**config.mk**
```make
export PLATFORM = sky130hd
export DESIGN_NAME = enc_step_ctrl
export DESIGN_NICKNAME = d
export VERILOG_FILES = /design/src/rtl/enc_pkg.sv /design/src/rtl/enc_debounce.sv /design/src/rtl/enc_step_ctrl.sv
export SDC_FILE = /design/constraint.sdc
export NUM_CORES = 1
export LEC_CHECK = 0
export CORE_UTILIZATION = 56
export DETAILED_ROUTE_END_ITERATION = 6
export PLACE_DENSITY_LB_ADDON = 0.25
export SETUP_SLACK_MARGIN = 0.4
export SYNTH_ARGS = -nofsm -noshare
export SYNTH_HDL_FRONTEND = slang
export SYNTH_HIERARCHICAL = 1
export SYNTH_SLANG_ARGS = --single-unit
```
**constraint.sdc**
```tcl
create_clock -name clk -period 2.9 [get_ports clk]
set_input_delay 0.58 -clock clk [delete_from_list [all_inputs] [get_ports clk]]
set_output_delay 0.58 -clock clk [all_outputs]
set_load 0.1 [all_outputs]
```
**src/rtl/enc_pkg.sv**
```systemverilog
// Shared types and constants for the quadrature encoder step controller.
// Holds the FSM state encoding, the XY pattern constants and the per-state transition helper.
package enc_pkg;

    typedef enum logic [2:0] {
        StIdle = 3'd0,
        StCw1  = 3'd1,
        StCw2  = 3'd2,
        StCw3  = 3'd3,
        StCcw1 = 3'd4,
        StCcw2 = 3'd5,
        StCcw3 = 3'd6,
        StErr  = 3'd7
    } enc_state_t;

    // Debounced pair is presented as {X, Y}
    localparam logic [1:0] PAT_DETENT = 2'b00;
    localparam logic [1:0] PAT_X      = 2'b10;
    localparam logic [1:0] PAT_XY     = 2'b11;
    localparam logic [1:0] PAT_Y      = 2'b01;

    // Move within a rotation: hold on own pattern, advance, step back, anything else is illegal.
    function automatic enc_state_t step_state(
        input logic [1:0] xy,
        input logic [1:0] own_pat,
        input logic [1:0] next_pat,
        input logic [1:0] prev_pat,
        input enc_state_t cur,
        input enc_state_t nxt,
        input enc_state_t prv
    );
        enc_state_t res;
        if (xy == own_pat) begin
            res = cur;
        end else if (xy == next_pat) begin
            res = nxt;
        end else if (xy == prev_pat) begin
            res = prv;
        end else begin
            res = StErr;
        end
        return res;
    endfunction

endpackage

```
**src/rtl/enc_debounce.sv**
```systemverilog
// One encoder channel: 2-flop synchroniser followed by a stability-count debouncer.
// The output follows the synchronised input only after it has differed for DEBOUNCE_CYCLES cycles.
module enc_debounce #(
    parameter int unsigned DEBOUNCE_CYCLES = 16
) (
    input  logic clk_i,
    input  logic rst_i,
    input  logic raw_i,
    output logic deb_o
);

    localparam int unsigned CntW = (DEBOUNCE_CYCLES > 1) ? $clog2(DEBOUNCE_CYCLES) : 1;
    localparam logic [CntW-1:0] CntMax = CntW'(DEBOUNCE_CYCLES - 1);

    logic            sync1_q, sync2_q;
    logic            deb_q, deb_d;
    logic [CntW-1:0] cnt_q, cnt_d;

    always_ff @(posedge clk_i or posedge rst_i) begin
        if (rst_i) begin
            sync1_q <= 1'b0;
            sync2_q <= 1'b0;
            deb_q   <= 1'b0;
            cnt_q   <= '0;
        end else begin
            sync1_q <= raw_i;
            sync2_q <= sync1_q;
            deb_q   <= deb_d;
            cnt_q   <= cnt_d;
        end
    end

    // A return to the accepted value at any point restarts the count
    always_comb begin
        deb_d = deb_q;
        cnt_d = '0;
        if (sync2_q != deb_q) begin
            if (cnt_q == CntMax) begin
                deb_d = sync2_q;
            end else begin
                cnt_d = cnt_q + CntW'(1);
            end
        end
    end

    assign deb_o = deb_q;

endmodule

```
**src/rtl/enc_step_ctrl.sv**
```systemverilog
// Quadrature encoder step controller: conditions X/Y, tracks detent cycles, counts position.
// Define ENC_SATURATE_EN to make the position counter saturate instead of wrapping.
module enc_step_ctrl
    import enc_pkg::*;
#(
    parameter int unsigned DEBOUNCE_CYCLES = 16,
    parameter int unsigned POS_W           = 8
) (
    input  logic             clk,
    input  logic             reset,
    input  logic             encInput_X,
    input  logic             encInput_Y,
    input  logic             posClear,
    output logic             stepCW,
    output logic             stepCCW,
    output logic [POS_W-1:0] position,
    output logic             seqError,
    output logic [2:0]       encState
);

    logic             x_deb, y_deb;
    logic [1:0]       xy;
    enc_state_t       state_q, state_d;
    logic             step_cw_q, step_cw_d;
    logic             step_ccw_q, step_ccw_d;
    logic             err_q, err_d;
    logic [POS_W-1:0] pos_q, pos_d;

    enc_debounce #(
        .DEBOUNCE_CYCLES(DEBOUNCE_CYCLES)
    ) u_deb_x (
        .clk_i(clk),
        .rst_i(reset),
        .raw_i(encInput_X),
        .deb_o(x_deb)
    );

    enc_debounce #(
        .DEBOUNCE_CYCLES(DEBOUNCE_CYCLES)
    ) u_deb_y (
        .clk_i(clk),
        .rst_i(reset),
        .raw_i(encInput_Y),
        .deb_o(y_deb)
    );

    assign xy = {x_deb, y_deb};

    always_ff @(posedge clk or posedge reset) begin
        if (reset) begin
            state_q    <= StIdle;
            step_cw_q  <= 1'b0;
            step_ccw_q <= 1'b0;
            err_q      <= 1'b0;
            pos_q      <= '0;
        end else begin
            state_q    <= state_d;
            step_cw_q  <= step_cw_d;
            step_ccw_q <= step_ccw_d;
            err_q      <= err_d;
            pos_q      <= pos_d;
        end
    end

    always_comb begin
        state_d = state_q;
        case (state_q)
            StIdle: begin
                case (xy)
                    PAT_X:   state_d = StCw1;
                    PAT_Y:   state_d = StCcw1;
                    PAT_XY:  state_d = StErr;
                    default: state_d = StIdle;
                endcase
            end
            StCw1:  state_d = step_state(xy, PAT_X, PAT_XY, PAT_DETENT, StCw1, StCw2, StIdle);
            StCw2:  state_d = step_state(xy, PAT_XY, PAT_Y, PAT_X, StCw2, StCw3, StCw1);
            StCw3:  state_d = step_state(xy, PAT_Y, PAT_DETENT, PAT_XY, StCw3, StIdle, StCw2);
            StCcw1: state_d = step_state(xy, PAT_Y, PAT_XY, PAT_DETENT, StCcw1, StCcw2, StIdle);
            StCcw2: state_d = step_state(xy, PAT_XY, PAT_X, PAT_Y, StCcw2, StCcw3, StCcw1);
            StCcw3: state_d = step_state(xy, PAT_X, PAT_DETENT, PAT_XY, StCcw3, StIdle, StCcw2);
            StErr:  state_d = (xy == PAT_DETENT) ? StIdle : StErr;
            default: state_d = StErr;
        endcase
    end

    // Pulses and position are registered alongside the state that completes the detent
    always_comb begin
        step_cw_d  = (state_q == StCw3) && (xy == PAT_DETENT);
        step_ccw_d = (state_q == StCcw3) && (xy == PAT_DETENT);

        pos_d = pos_q;
        if (step_cw_d) begin
`ifdef ENC_SATURATE_EN
            if (pos_q != {POS_W{1'b1}}) begin
                pos_d = pos_q + POS_W'(1);
            end
`else
            pos_d = pos_q + POS_W'(1);
`endif
        end else if (step_ccw_d) begin
`ifdef ENC_SATURATE_EN
            if (pos_q != '0) begin
                pos_d = pos_q - POS_W'(1);
            end
`else
            pos_d = pos_q - POS_W'(1);
`endif
        end
        if (posClear) begin
            pos_d = '0;
        end

        // A fresh illegal transition outranks a simultaneous clear
        err_d = err_q;
        if (posClear) begin
            err_d = 1'b0;
        end
        if ((state_d == StErr) && (state_q != StErr)) begin
            err_d = 1'b1;
        end
    end

    assign stepCW   = step_cw_q;
    assign stepCCW  = step_ccw_q;
    assign position = pos_q;
    assign seqError = err_q;
    assign encState = state_q;

endmodule

```
# Word level (Yosys, flattened, before mapping)
# Index checks and enable logic that the tools add are counted.
# word_totals
reg_bits	28
inputBits	5
output_inout_bits	14
word_cells	70
# op_classes
addsub	4
n_eq_ne	16
mux	28
reduce_logical	9
# op_table
cell	count
3-bit 2-to-1 mux	13
8-bit 2-to-1 mux	3
3-bit case mux with 8 select lines	1
4-bit 2-to-1 mux	4
3-bit == test (second input constant)	5
3-bit case mux with 3 select lines	1
4-bit by 1-bit adder with 4-bit output (second input constant)	2
8-bit by 1-bit adder with 8-bit output (second input constant)	1
4-bit == test (second input constant)	2
2-bit 2-to-1 mux	4
8-bit by 1-bit subtractor with 8-bit output (second input constant)	1
3-bit by 2-bit == test with 1-bit output (second input constant)	2
2-bit == test (second input constant)	2
2-bit AND reduction	2
3-bit by 1-bit == test with 1-bit output (second input constant)	1
1-bit logical AND	3
3-bit logical NOT	1
3-bit inequality test (second input constant)	1
3-bit nonzero test	1
2-bit by 1-bit == test with 1-bit output (second input constant)	1
2-bit logical NOT	1
1-bit 2-to-1 mux	2
1-bit inequality test	2
2-bit nonzero test	1

# Longest topological paths before layout
# Gate-level depths: netlist (run 1).
# depth
ltp_word	8
mapped_depth	9
depth_no_buf	9

# By module
# Netlist (run 1), hierarchy kept.
# by_module_without_submodules
module	n_inst	cells_each	area_each_um2	seq_area_each_um2
enc_step_ctrl	1	120	1162.4	350.3
enc_debounce	2	19	275.3	175.2

# Least setup slack after synthesis (run 1)
# Ideal clock, no wire load.
# synth_path
path_type	flip-flop to flip-flop
start	register state_q[0] (netlist: encState[0])
end	register pos_q[6] (netlist: position[6])
setup_time_ns	0.142
arrival_time_ns	2.680
required_time_ns	2.758
path_slack_ns	0.078
path_stages_with_launch	8
path_buffers	1
period_less_slack_ns	2.822
cell_sequence	dfrtp_1 -> buf_4 -> nand4b_1 -> ha_1 -> nor2b_1 -> o21a_1 -> o311ai_0 -> o211ai_1
# synth_via
elab_chain_cells	4
word_cells_on_any_way	7
cone_classes	eq/ne: 2; mux: 2; reduce/logical: 3
# synth_rtl
item	line_no	source
start, declared	enc_step_ctrl.sv:23	enc_state_t state_q, state_d;
start signal, assigned	enc_step_ctrl.sv:51	state_q <= StIdle;
start signal, assigned	enc_step_ctrl.sv:57	state_q <= state_d;
3-bit by 2-bit == test with 1-bit output	enc_step_ctrl.sv:89	step_cw_d = (state_q == StCw3) && (xy == PAT_DETENT);
1-bit logical AND	enc_step_ctrl.sv:89	
8-bit 2-to-1 mux	enc_step_ctrl.sv:93	if (step_cw_d) begin
8-bit 2-to-1 mux	enc_step_ctrl.sv:110	if (posClear) begin
end signal, assigned	enc_step_ctrl.sv:61	pos_q <= pos_d;
end, declared	enc_step_ctrl.sv:27	logic [POS_W-1:0] pos_q, pos_d;
# Several ways; a longest one is shown, not always the timed one.
# A chain may end at the register's enable or synchronous reset.

# Worst setup path after layout (run 1)
# layout_path
start	register u_deb_y.deb_q (netlist: u_deb_y/deb_o)
end	register pos_q[7] (netlist: position[7])
# layout_via
elab_chain_cells	4
word_cells_on_any_way	6
cone_classes	mux: 2; reduce/logical: 4
# layout_rtl
item	line_no	source
start, declared	enc_debounce.sv:16	logic deb_q, deb_d;
start signal, assigned	enc_debounce.sv:23	deb_q <= 1'b0;
start signal, assigned	enc_debounce.sv:28	deb_q <= deb_d;
2-bit logical NOT *	enc_step_ctrl.sv:89, enc_step_ctrl.sv:90	
1-bit logical AND	enc_step_ctrl.sv:89	
8-bit 2-to-1 mux	enc_step_ctrl.sv:93	
8-bit 2-to-1 mux	enc_step_ctrl.sv:110	
# Mark *: on every way between the ends. The rest lies on a longest branch, timed or not.

==> results of run 1 <==
critical path, cell delays in order, from the launching register on:
cell	delay (ns)
dfrtp_2	0.47
inv_1	0.14
ha_2	0.23
nand4b_1	0.11
buf_4	0.18
ha_1	0.35
o211ai_1	0.12
o211ai_1	0.28
buf_4	0.16
o2bb2ai_1	0.13
o311ai_2	0.12
state kept, by name, summed over array words and instances (netlist names), 3 cells and up:
| signal | flops |
|---|---|
| position | 8 |
| u_deb_x/cnt_q | 4 |
| u_deb_y/cnt_q | 4 |
| encState | 3 |
per-stage QoR:
| stage | power (mW) | instance area, um^2 | worst slack (ns) | utilization |
|---|---|---|---|---|
| CTS | 1.64 | 1930 | 0.496 | 0.683 |
| finish | 1.66 | 1960 | 0.518 | 0.693 |
| detailed placement | 1.44 | 1880 | 0.302 | 0.665 |
| global route | 1.77 | 1960 | 0.350 | 0.693 |
| floorplan | 1.28 | 1720 | 0.408 | - |
| global placement | 1.42 | 1880 | 0.443 | 0.665 |
logic make-up (layout without fill, tap and decap cells):
family,after synthesis,count (layout),share of synthesized area
AND/OR/NAND/NOR,43,43,0.150
AO/OA/AOI/OAI,38,38,0.165
flip-flops,28,28,0.409
adder cells (fa/ha/maj),16,16,0.121
buffers and inverters,16,38,0.0380
XOR/XNOR,9,9,0.0460
multiplexers,8,8,0.0709
metal layers:
metal,track usage,part of all wire,up-vias
li1,-,-,621
met2,0.380,0.49,23
met4,0.0836,0.016,0
met5,0,0,-
met1,0.310,0.47,623
met3,0.0385,0.022,6
timing repair:
action | 4_1_cts | 5_1_grt
buffers inserted | 2 | 2
resized for setup | 0 | 6
setup endpoints to repair | 3 | 3
pin swaps | 0 | 1
area by class of cell:
type | instances | area (um^2)
Multi-Input combinational cell | 114 | 957
Fill cell | 210 | 870
Sequential cell | 28 | 707
Timing Repair Buffer | 22 | 175
Inverter | 12 | 45.0
Tap cell | 31 | 38.8
Clock buffer | 4 | 36.3
path summary, 6_finish.rpt:
path                       slack, ns  cells after the start         endpoint             from
setup / recovery                0.52                     10      position[7]    u_deb_y/deb_o
hold / removal                  0.37                      0  u_deb_y/sync2_q  u_deb_y/sync1_q
setup reg to reg                0.52                     10      position[7]    u_deb_y/deb_o
hold reg to reg                 0.37                      0  u_deb_y/sync2_q  u_deb_y/sync1_q
max in group asynchronous       1.87                      2      encState[2]            reset
min in group asynchronous       0.53                      2  u_deb_x/sync1_q            reset
report_power, final:
part	internal [mW]	leakage, nW	switching (mW)
sequential	0.447	0.365	0.0999
clock	0.0769	0.0210	0.112
combinational	0.331	0.502	0.594
cells in the mapped netlist (all sizes together) (2+ instances only):
| cell type | instances |
|---|---|
| a21oi | 3 |
| a21o | 4 |
| mux4 | 2 |
| nor2b | 4 |
| nor3b | 2 |
| o211ai | 3 |
| nor3 | 3 |
| dfrtp | 28 |
| nor2 | 11 |
| o311ai | 2 |
| nand3 | 4 |
| a211oi | 2 |
| inv | 12 |
| nand2 | 3 |
| ha | 15 |
| a31oi | 3 |
| nand2b | 7 |
| xnor2 | 8 |
| mux2 | 4 |
| o22ai | 2 |
| o21a | 3 |
| a311oi | 4 |
| o2bb2ai | 3 |
| clkbuf | 2 |
| buf | 2 |
| mux2i | 2 |
| o21ai | 3 |
==> summary.txt, run 1 <==
Critical path
  • Worst EP required: 3.12 ns
  • WS Path Type: register to register
  • Critical Path Sink Type: register
  • Maximum fanout along the worst path: 6
  • Worst setup SP type: register
  • Arr. time, crit path: 2.60 ns

Timing
  • Crit share post-route: 0.822
  • Slew Limit Fails: 0
  • Hold WS: 0.366 ns
  • Worst-margin pin slew: 0.546 ns
  • Min Tclk post-route: 2.38 ns
  • Setup_tns: 0 ns
  • Setup Skew: 0.00133 ns
  • RSZ-0062 raised after global routing: no
  • Fmax: 420 MHz
  • Relative slew slack: 0.636
  • Final hold vios: 0
  • # setup viols final: 0

Yosys
  • Prevailing post-synth register cell: dfrtp_1
  • Net Count, Synth: 179
  • EDFF count, synth: 0
  • Yosys cell types: 48
  • Post-synthesis cell count: 158
  • Yosys top cell area share: 0.409
  • Mean post-synth cell area: 10.8 um^2
  • Area contributors post-synth: dfrtp_1 41%, ha_1 11%, xnor2_1 4.1%, inv_1 2.6%, mux2_4 2.6%
  • Register area share after synthesis: 0.409
  • Async SR Flop Fraction: 1.00
  • Synthesized cell area: 1710 um^2
  • Ys Warns: 6
  • FF+latch count, synth: 28
  • Largest area contributor in the netlist: dfrtp_1

Routing
  • ANT nets after route: 0
  • DRT iter0 DRCs: 39
  • WL final: 3360 um
  • DRC: 4
  • Vias/cell: 6.03
  • Vias: 1273
  • Drt pass-1 iters: 6
  • Routed len/inst: 15.9 um

Status
  • Failing checks: design-rule violations
  • Status: finished, violations left

Placement
  • # placed instances: 203
  • Routability cong.: 0.816
  • HPWL after DPL: 2440 um
  • IO buf count: 18

Clock tree
  • CTS Buf Count: 3
  • Clock transition at path regs: 0.14 ns
  • CTS hold repair buffers: 0
  • H-tree depth: 1
  • CTS tree: done
  • Longest Clk Path Bufs: 2
  • Num Clock Sinks: 28
  • Root buffer cell: clkbuf_4
  • Worst-Skew Late Latency: 0.32 ns

Cells and area
  • Post-Layout Cell Count: 211
  • Share of cells above drive strength 1: 0.222
  • Most common cell after layout, fill and taps aside: dfrtp_1
  • Commonest cells after routing, fill and taps aside: 23 x dfrtp_1, 18 x buf_4, 14 x ha_1, 11 x inv_1, 10 x nor2_1
  • Nets: 202
  • Area growth from synthesis to layout: 14.4%
  • ANT cells: 0

GRT
  • Pin count of the biggest net entering global routing: 17
  • Overall Global Routing Usage: 0.231
  • Initial antenna violation count: 0
  • Total grt overflow: 0
  • First-pass GRT wire length: 5780 um
  • Vias in the first global route: 1279

Pwr
  • LEAKAGE: 0.888 nW
  • Power density over the cells: 848 nW/um^2
  • VDD IR max: 0.474 mV

Floorplan
  • Row cnt: 19
  • DIE HEIGHT: 57.3 um
  • Initial Util: 0.605
  • I/O pin count: 19
  • Chip Width: 57.3 um
  • DIE AREA: 3280 um^2
  • Core ar.: 2830 um^2

Flow run
  • Max Cap Viol: 0

Min path
  • Hold Crit Class: register to register
(Power assumes the default switching activity.)
==> run 2, diff against run 1 <==
clock period = 2.35 ns   (was 2.9 ns; I/O delays follow)
==> summary.txt, run 2 (synthesis gave the netlist of run 1 again) <==
Clock tree
  • Clock transition at path regs: 0.16 ns
  • Longest Clk Path Bufs: 2
  • CTS Buf Count: 3
  • CTS hold repair buffers: 0
  • Root buffer cell: clkbuf_4
  • H-tree depth: 1
  • Num Clock Sinks: 28
  • Worst-Skew Late Latency: 0.34 ns
  • CTS tree: done

Floorplan
  • DIE HEIGHT: 57.3 um
  • Core ar.: 2830 um^2
  • Initial Util: 0.605
  • I/O pin count: 19
  • Row cnt: 19
  • DIE AREA: 3280 um^2
  • Chip Width: 57.3 um

Routing
  • Routed len/inst: 17.3 um
  • Vias/cell: 6.28
  • DRT iter0 DRCs: 97
  • ANT nets after route: 0
  • DRC: 1
  • Drt pass-1 iters: 6
  • Vias: 1400
  • WL final: 3860 um

Timing
  • Fmax: 480 MHz
  • Slew Limit Fails: 0
  • Min Tclk post-route: 2.08 ns
  • # setup viols final: 0
  • Crit share post-route: 0.886
  • Relative slew slack: 0.649
  • Worst-margin pin slew: 0.526 ns
  • RSZ-0062 raised after global routing: yes
  • Setup Skew: 0.0147 ns
  • Final hold vios: 0

Cells and area
  • Post-route cell area: 2230 um^2
  • Post-Layout Cell Count: 223
  • Area growth from synthesis to layout: 30.0%
  • # fillers: 176
  • Most common cell after layout, fill and taps aside: buf_4
  • Nets: 214
  • Share of cells above drive strength 1: 0.349
  • Commonest cells after routing, fill and taps aside: 27 x buf_4, 24 x dfrtp_1, 10 x nor2_1, 9 x inv_1
  • Largest register FFs: 8
  • ANT cells: 0

Critical path
  • Maximum fanout along the worst path: 6
  • Critical Path Sink Type: register
  • Worst EP required: 2.61 ns
  • Peak per-stage delay on the critical path: 0.46 ns
  • Arr. time, crit path: 2.34 ns
  • Worst setup SP type: register
  • WS Path Type: register to register
  • CP most frequent cell: ha_4
  • Slowest stage cell, crit path: dfrtp_2
  • CP Cell Sequence: inv_4 > ha_4 > nand4b_1 > buf_6 > ha_4 > nor2b_1 > o21a_2 > o31a_1 > o211ai_1

GRT
  • Initial antenna violation count: 0
  • Total grt overflow: 0
  • Overall Global Routing Usage: 0.250
  • Vias in the first global route: 1422
  • Pin count of the biggest net entering global routing: 17
  • First-pass GRT wire length: 6180 um

Placement
  • Routability cong.: 0.925
  • Placement Cell Area: 1950 um^2
  • IO buf count: 18
  • # placed instances: 209
  • HPWL after DPL: 2450 um

Status
  • Failing checks: design-rule violations
  • Status: finished, violations left

Pwr
  • Sw Ratio: 0.471
  • Cell Int Power: 1.22 mW
  • Seq pwr share: 0.278
  • Power density over the cells: 1040 nW/um^2
  • LEAKAGE: 0.968 nW
  • Clock power frac: 0.139
  • Gate power share: 0.584
  • Psw: 1.09 mW
  • VDD IR max: 0.669 mV

Min path
  • Hold Crit Class: input pin to async pin

Flow run
  • Max Cap Viol: 0
run 2: cell type report:
type                       count  area (um^2)  area share
sequential                    28          713       0.320
clock buffer                   3         22.5      0.0101
timing repair buffer          34          277       0.124
clock inverter                 1         30.0      0.0135
multi-input combinational    114         1100       0.492
tap                           31         38.8      0.0174
inverter                      12         50.0      0.0225
run 2: timing repair:
action	4_1_cts	5_1_grt
resized for setup	21	6
pin swaps	13	8
setup buffers	8	2
setup endpoints to repair	8	6
hold endpoints to repair	0	0
run 2: layer usage:
metal,GRT usage,share of wire,vias up
met1,0.285,0.39,679
met2,0.440,0.54,55
li1,-,-,650
met5,0,0,-
met3,0.0408,0.045,16
met4,0.146,0.034,0
run 2: worst max-delay path, delay by kind of cell (launching register included):
| kind | cells | cell delay (ns) |
|---|---|---|
| simple gates | 2 | 0.25 |
| flops | 1 | 0.46 |
| buf+inv | 2 | 0.25 |
| compound gates | 3 | 0.69 |
| fa+ha+maj | 2 | 0.36 |
run 2: final timing paths:
check	slack [ns]	from	endpoint	cells past startpoint
worst max register to register	0.27	u_deb_y/deb_o	position[6]	9
max in group asynchronous	1.44	reset	encState[2]	2
worst min-delay path	0.38	reset	u_deb_y/sync1_q	2
worst min register to register	0.40	u_deb_y/sync1_q	u_deb_y/sync2_q	0
worst max-delay path	0.27	u_deb_y/deb_o	position[6]	9
min in group clk	0.40	u_deb_y/sync1_q	u_deb_y/sync2_q	0
run 2: power by group through the flow:
| stage | clock, mW | combinational [mW] | sequential [mW] |
|---|---|---|---|
| after global placement | 0 | 1.15 | 0.639 |
| after floorplan | 0 | 0.593 | 1.02 |
| after CTS | 0.336 | 1.25 | 0.639 |
| after detailed placement | 0 | 1.17 | 0.643 |
| after global routing | 0.342 | 1.43 | 0.651 |
| final | 0.321 | 1.35 | 0.643 |
run 2: through the flow:
stage / utilization / worst slack, ns / hold WS, ns / power (mW) / TNS (ns)
6_report: 0.787 / 0.268 / 0.380 / 2.31 / 0
3_5_place_dp: 0.688 / -0.00230 / 0.347 / 1.82 / -0.00230
2_1_floorplan: - / -0.0467 / 0.273 / 1.61 / -0.0940
3_3_place_gp: 0.688 / 0.133 / 0.338 / 1.79 / 0
5_1_grt: 0.787 / 0.148 / 0.398 / 2.42 / 0
4_1_cts: 0.764 / 0.280 / 0.377 / 2.23 / 0
==> run 3, diff against run 2 <==
CORE_UTILIZATION = 50   (was 56)
SETUP_SLACK_MARGIN = default   (was 0.4)
clock period = 1.77 ns   (was 2.35 ns; I/O delays follow)
==> summary.txt, run 3 (synthesis gave the netlist of run 1 again) <==
Status
  • Status: finished, violations left
  • Failing checks: negative setup slack

Floorplan
  • DIE HEIGHT: 60.5 um
  • Chip Width: 60.5 um
  • I/O pin count: 19
  • Row cnt: 20
  • DIE AREA: 3660 um^2
  • Core ar.: 3150 um^2
  • Initial Util: 0.543

Critical path
  • Worst setup SP type: register
  • Worst Reg-to-Reg Cells: 9
  • Reg2Reg Launch Point: u_deb_x/deb_o
  • Arr. time, crit path: 2.47 ns
  • WS Path Type: register to register
  • Critical Path Sink Type: register
  • Critical path launch point: u_deb_x/deb_o
  • Worst EP required: 2.02 ns
  • Maximum fanout along the worst path: 6

Pwr
  • Seq pwr share: 0.251
  • Power density over the cells: 1310 nW/um^2
  • VDD IR max: 0.605 mV
  • Sw Ratio: 0.475
  • Clock power frac: 0.083
  • Gate power share: 0.665
  • Psw: 1.61 mW
  • Cell Int Power: 1.78 mW
  • LEAKAGE: 1.11 nW
  • Total power: 3.39 mW

Timing
  • Worst-margin pin slew: 0.453 ns
  • Setup ws final: -0.454 ns
  • Slew Limit Fails: 0
  • Crit share post-route: 1.26
  • RSZ-0062 raised after global routing: yes
  • Min Tclk post-route: 2.22 ns
  • Relative slew slack: 0.696
  • Setup Skew: 0.00212 ns
  • Fmax: 450 MHz
  • # setup viols final: 10
  • Final hold vios: 0

Cells and area
  • Most common cell after layout, fill and taps aside: buf_4
  • # fillers: 190
  • Commonest cells after routing, fill and taps aside: 32 x buf_4, 24 x dfrtp_1, 15 x buf_12
  • ANT cells: 0
  • Post-route cell area: 2580 um^2
  • Area growth from synthesis to layout: 50.7%
  • Share of cells above drive strength 1: 0.431
  • Nets: 233
  • Largest register FFs: 8

GRT
  • Vias in the first global route: 1577
  • First-pass GRT wire length: 7360 um
  • Initial antenna violation count: 0
  • Overall Global Routing Usage: 0.271
  • Pin count of the biggest net entering global routing: 16
  • Total grt overflow: 0

Routing
  • WL final: 4890 um
  • ANT nets after route: 0
  • Drt pass-1 iters: 4
  • DRT iter0 DRCs: 113
  • Vias: 1523
  • Vias/cell: 5.97
  • DRC: 0
  • Routed len/inst: 19.2 um

Placement
  • IO buf count: 18
  • HPWL after DPL: 2920 um
  • Routability cong.: 0.873
  • Placement Cell Area: 2300 um^2

Clock tree
  • Clock transition at path regs: 0.15 ns
  • CTS tree: done
  • H-tree depth: 1
  • Longest Clk Path Bufs: 2
  • CTS Buf Count: 3
  • Root buffer cell: clkbuf_4
  • Num Clock Sinks: 28
  • Worst-Skew Late Latency: 0.33 ns

Min path
  • Hold Crit Class: input pin to async pin

Flow run
  • Max Cap Viol: 0
==> run 3: worst max-delay path, stage by stage, from the launching register on <==
cell,delay [ns]
dfrtp_1,0.43
inv_2,0.09
ha_4,0.14
nand4b_1,0.15
buf_6,0.20
ha_4,0.28
o211ai_1,0.14
o211ai_1,0.33
nand2_1,0.12
o311ai_2,0.25
==> run 3: cell type report <==
type / count / area, um^2 / share of cell area
multi-input cells: 114 / 1140 / 0.440
inverters: 12 / 47.5 / 0.0184
well taps: 44 / 55.1 / 0.0213
repair buffers: 53 / 603 / 0.234
clock buffers: 4 / 26.3 / 0.0102
flip-flops and latches: 28 / 713 / 0.276
==> run 3: worst paths after layout <==
| check | endpoint | slack, ns |
|---|---|---|
| setup reg to reg | position[7] | -0.45 |
| min in group clk | u_deb_y/sync2_q | 0.37 |
| setup / recovery | position[7] | -0.45 |
| hold reg to reg | u_deb_y/sync2_q | 0.37 |
| hold / removal | u_deb_x/deb_o | 0.26 |
| max in group asynchronous | encState[2] | 1.23 |
==> run 3: power by group through the flow <==
| stage | sequential (mW) | combinational [mW] | clock (mW) |
|---|---|---|---|
| detailed placement | 0.848 | 1.91 | 0 |
| floorplan | 1.36 | 0.788 | 0 |
| finish | 0.851 | 2.25 | 0.283 |
| CTS | 0.846 | 2.02 | 0.275 |
| global route | 0.858 | 2.36 | 0.319 |
| global placement | 0.842 | 1.85 | 0 |
==> run 3: what timing repair did <==
action                                  in CTS  in global routing
pin swaps                                   17                 12
buffers inserted                             5                  7
endpoints found under the setup margin       9                 11
hold buffers                                 0                  0
gates resized for setup                     23                 12
==> run 3: stage by stage <==
| step | TNS, ns | setup slack, ns | instances | util | hold slack, ns |
|---|---|---|---|---|---|
| finish | -2.87 | -0.454 | 255 | 0.819 | 0.265 |
| global route | -3.51 | -0.550 | 255 | 0.819 | 0.285 |
| CTS | -1.16 | -0.238 | 250 | 0.787 | 0.291 |
| detailed placement | -2.73 | -0.466 | 241 | 0.728 | 0.335 |
| global placement | -2.01 | -0.341 | 241 | 0.728 | 0.336 |
| floorplan | -3.58 | -0.627 | 158 | - | 0.157 |
==> run 3: metal layers <==
layer  wire length, um  part of all wire  GRT usage
met1              2010              0.41      0.348
met2              2510              0.51      0.463
met3               280             0.057     0.0384
met4                90             0.018      0.107
met5                 0                 0          0
==> RTL edit (settings of run 1) <==
Set the parameter `POS_W` to 6 (it was 8).
--- a/src/rtl/enc_step_ctrl.sv
+++ b/src/rtl/enc_step_ctrl.sv
@@ -4,7 +4,7 @@
     import enc_pkg::*;
 #(
     parameter int unsigned DEBOUNCE_CYCLES = 16,
-    parameter int unsigned POS_W           = 8
+    parameter int unsigned POS_W           = 6
 ) (
     input  logic             clk,
     input  logic             reset,
Interface: changed (resized position); port bits go from 19 to 17. The function was not compared with the original's and may differ.
==> RTL edit against run 1 <==
- hold slack got worse by 0.0052 ns
- design area fell by 11%
- synthesized cell count fell by 17%
- sequential cell count fell by 2
- total power rose by 12%
- clock skew rose by 0.0074 ns
- routed wire length fell by 10%
- area after synthesis fell by 14%
- combinational power rose by 22%
- largest power group unchanged
- critical path type unchanged
- critical endpoint is now position[5]$_DFFE_PP0P_
- setup slack got worse by 0.0087 ns
- global-route usage rose by 0.40 points
==> RTL edit: results (changes against run 1) <==
Cells and area:
- The flip-flop count of the largest register after layout is 6 (-2).
- The final standard cell count with taps included and fillers excluded is 184 (-13%).
- The count of multi-input combinational gates was 91 (-20%).
- The sequential share of cell area is 0.381 (+0.0207).
- The non-clock buffer area fraction after layout is 0.101 (+0.0112).
- The filler cell count in the final layout is 196 (-6.7%).
- The layout net count is 174 (-14%).
- The flip-flop and latch count came to 26 (-7.1%).

Synthesis:
- The cell area after synthesis is 1480 um2 (-14%).
- Ranked by total cell area, the synthesized netlist is headed by dfrtp_1 (44%), ha_1 (11%), xnor2_1 (4.7%).
- The post-synthesis xor/xnor area fraction is 0.0474 (+0.00140).
- The adder-cell share of the synthesized area is 0.124 (+0.00237).
- The area fraction in compound gates after synthesis is 0.166 (+0.000877).
- The fraction of synthesized area in multiplexers came to 0.0635 (-0.00735).
- The average cell area after synthesis is 11.3 um2 (+4.0%).

Power:
- The combinational logic power is 1130 uW (+22%).
- The leakage power is 0.000806 uW (-9.2%).
- The worst ir drop on vdd is 0.685 mV (+44%).

Status:
- The flow ran to the end, and the final reports show no timing, DRC or antenna violations.

Global route:
- The global-route wire length before repair is 4800 um (-17%).
- The number of global-route vias before repair is 1087 (-15%).
- The met2 demand-to-capacity share in global routing is 0.406 (+0.0264).
- The met1 global-route usage was 0.274 (-0.0362).

Worst setup path:
- In this run the critical register-to-register path is captured at position[5]$_DFFE_PP0P_.
- The arrival time reported for the critical path endpoint is 2.61 ns (about the same).

Placed design:
- The quantity of I/O buffers inserted on ports is 16 (-2).
- The sum of net half-perimeters after detailed placement was 2070 um (-15%).

Routing:
- The count of routing violations after the opening detailed-route iteration is 28 (-28%).
- The via density per instance came to 6.04 (about the same).
- The detailed-routing iteration count for the pre-antenna-repair pass is 4 (-2).
- The total routed wire length on the met1 layer is 1290 um (-18%).
- The sum of met3 wire segment lengths after detailed routing is 166 um (+120%).

Clocking:
- The number of setup buffers added after CTS was 4 (+2).

STA:
- The setup skew after layout is 0.00874 ns (+0.00741 ns).
- The final worst hold slack is 0.361 ns (-0.00519 ns).
- The actual slew at the worst max-slew pin is 0.516 ns (-0.0298 ns).
[RTL edit: worst max-delay path by stage]
stage,end,slack (ns),cells past startpoint,start
finish,position[5]$_DFFE_PP0P_,0.51,10,u_deb_y/deb_o$_DFFE_PP0P_
global route,position[5]$_DFFE_PP0P_,0.40,10,u_deb_y/deb_o$_DFFE_PP0P_
detailed placement,position[5]$_DFFE_PP0P_,0.30,9,u_deb_x/deb_o$_DFFE_PP0P_
floorplan,position[5]$_DFFE_PP0P_,0.43,9,encState[2]$_DFF_PP0_
global placement,position[5]$_DFFE_PP0P_,0.45,9,u_deb_x/deb_o$_DFFE_PP0P_
CTS,position[5]$_DFFE_PP0P_,0.41,10,u_deb_y/deb_o$_DFFE_PP0P_
[RTL edit: cells by family (layout without fill, tap and decap cells)]
family / after synthesis / count (layout)
compound gates: 31 / 31
simple gates: 31 / 31
flops: 26 / 26
fa+ha+maj: 14 / 14
buf+inv: 14 / 37
xor+xnor: 8 / 8
mux: 7 / 7
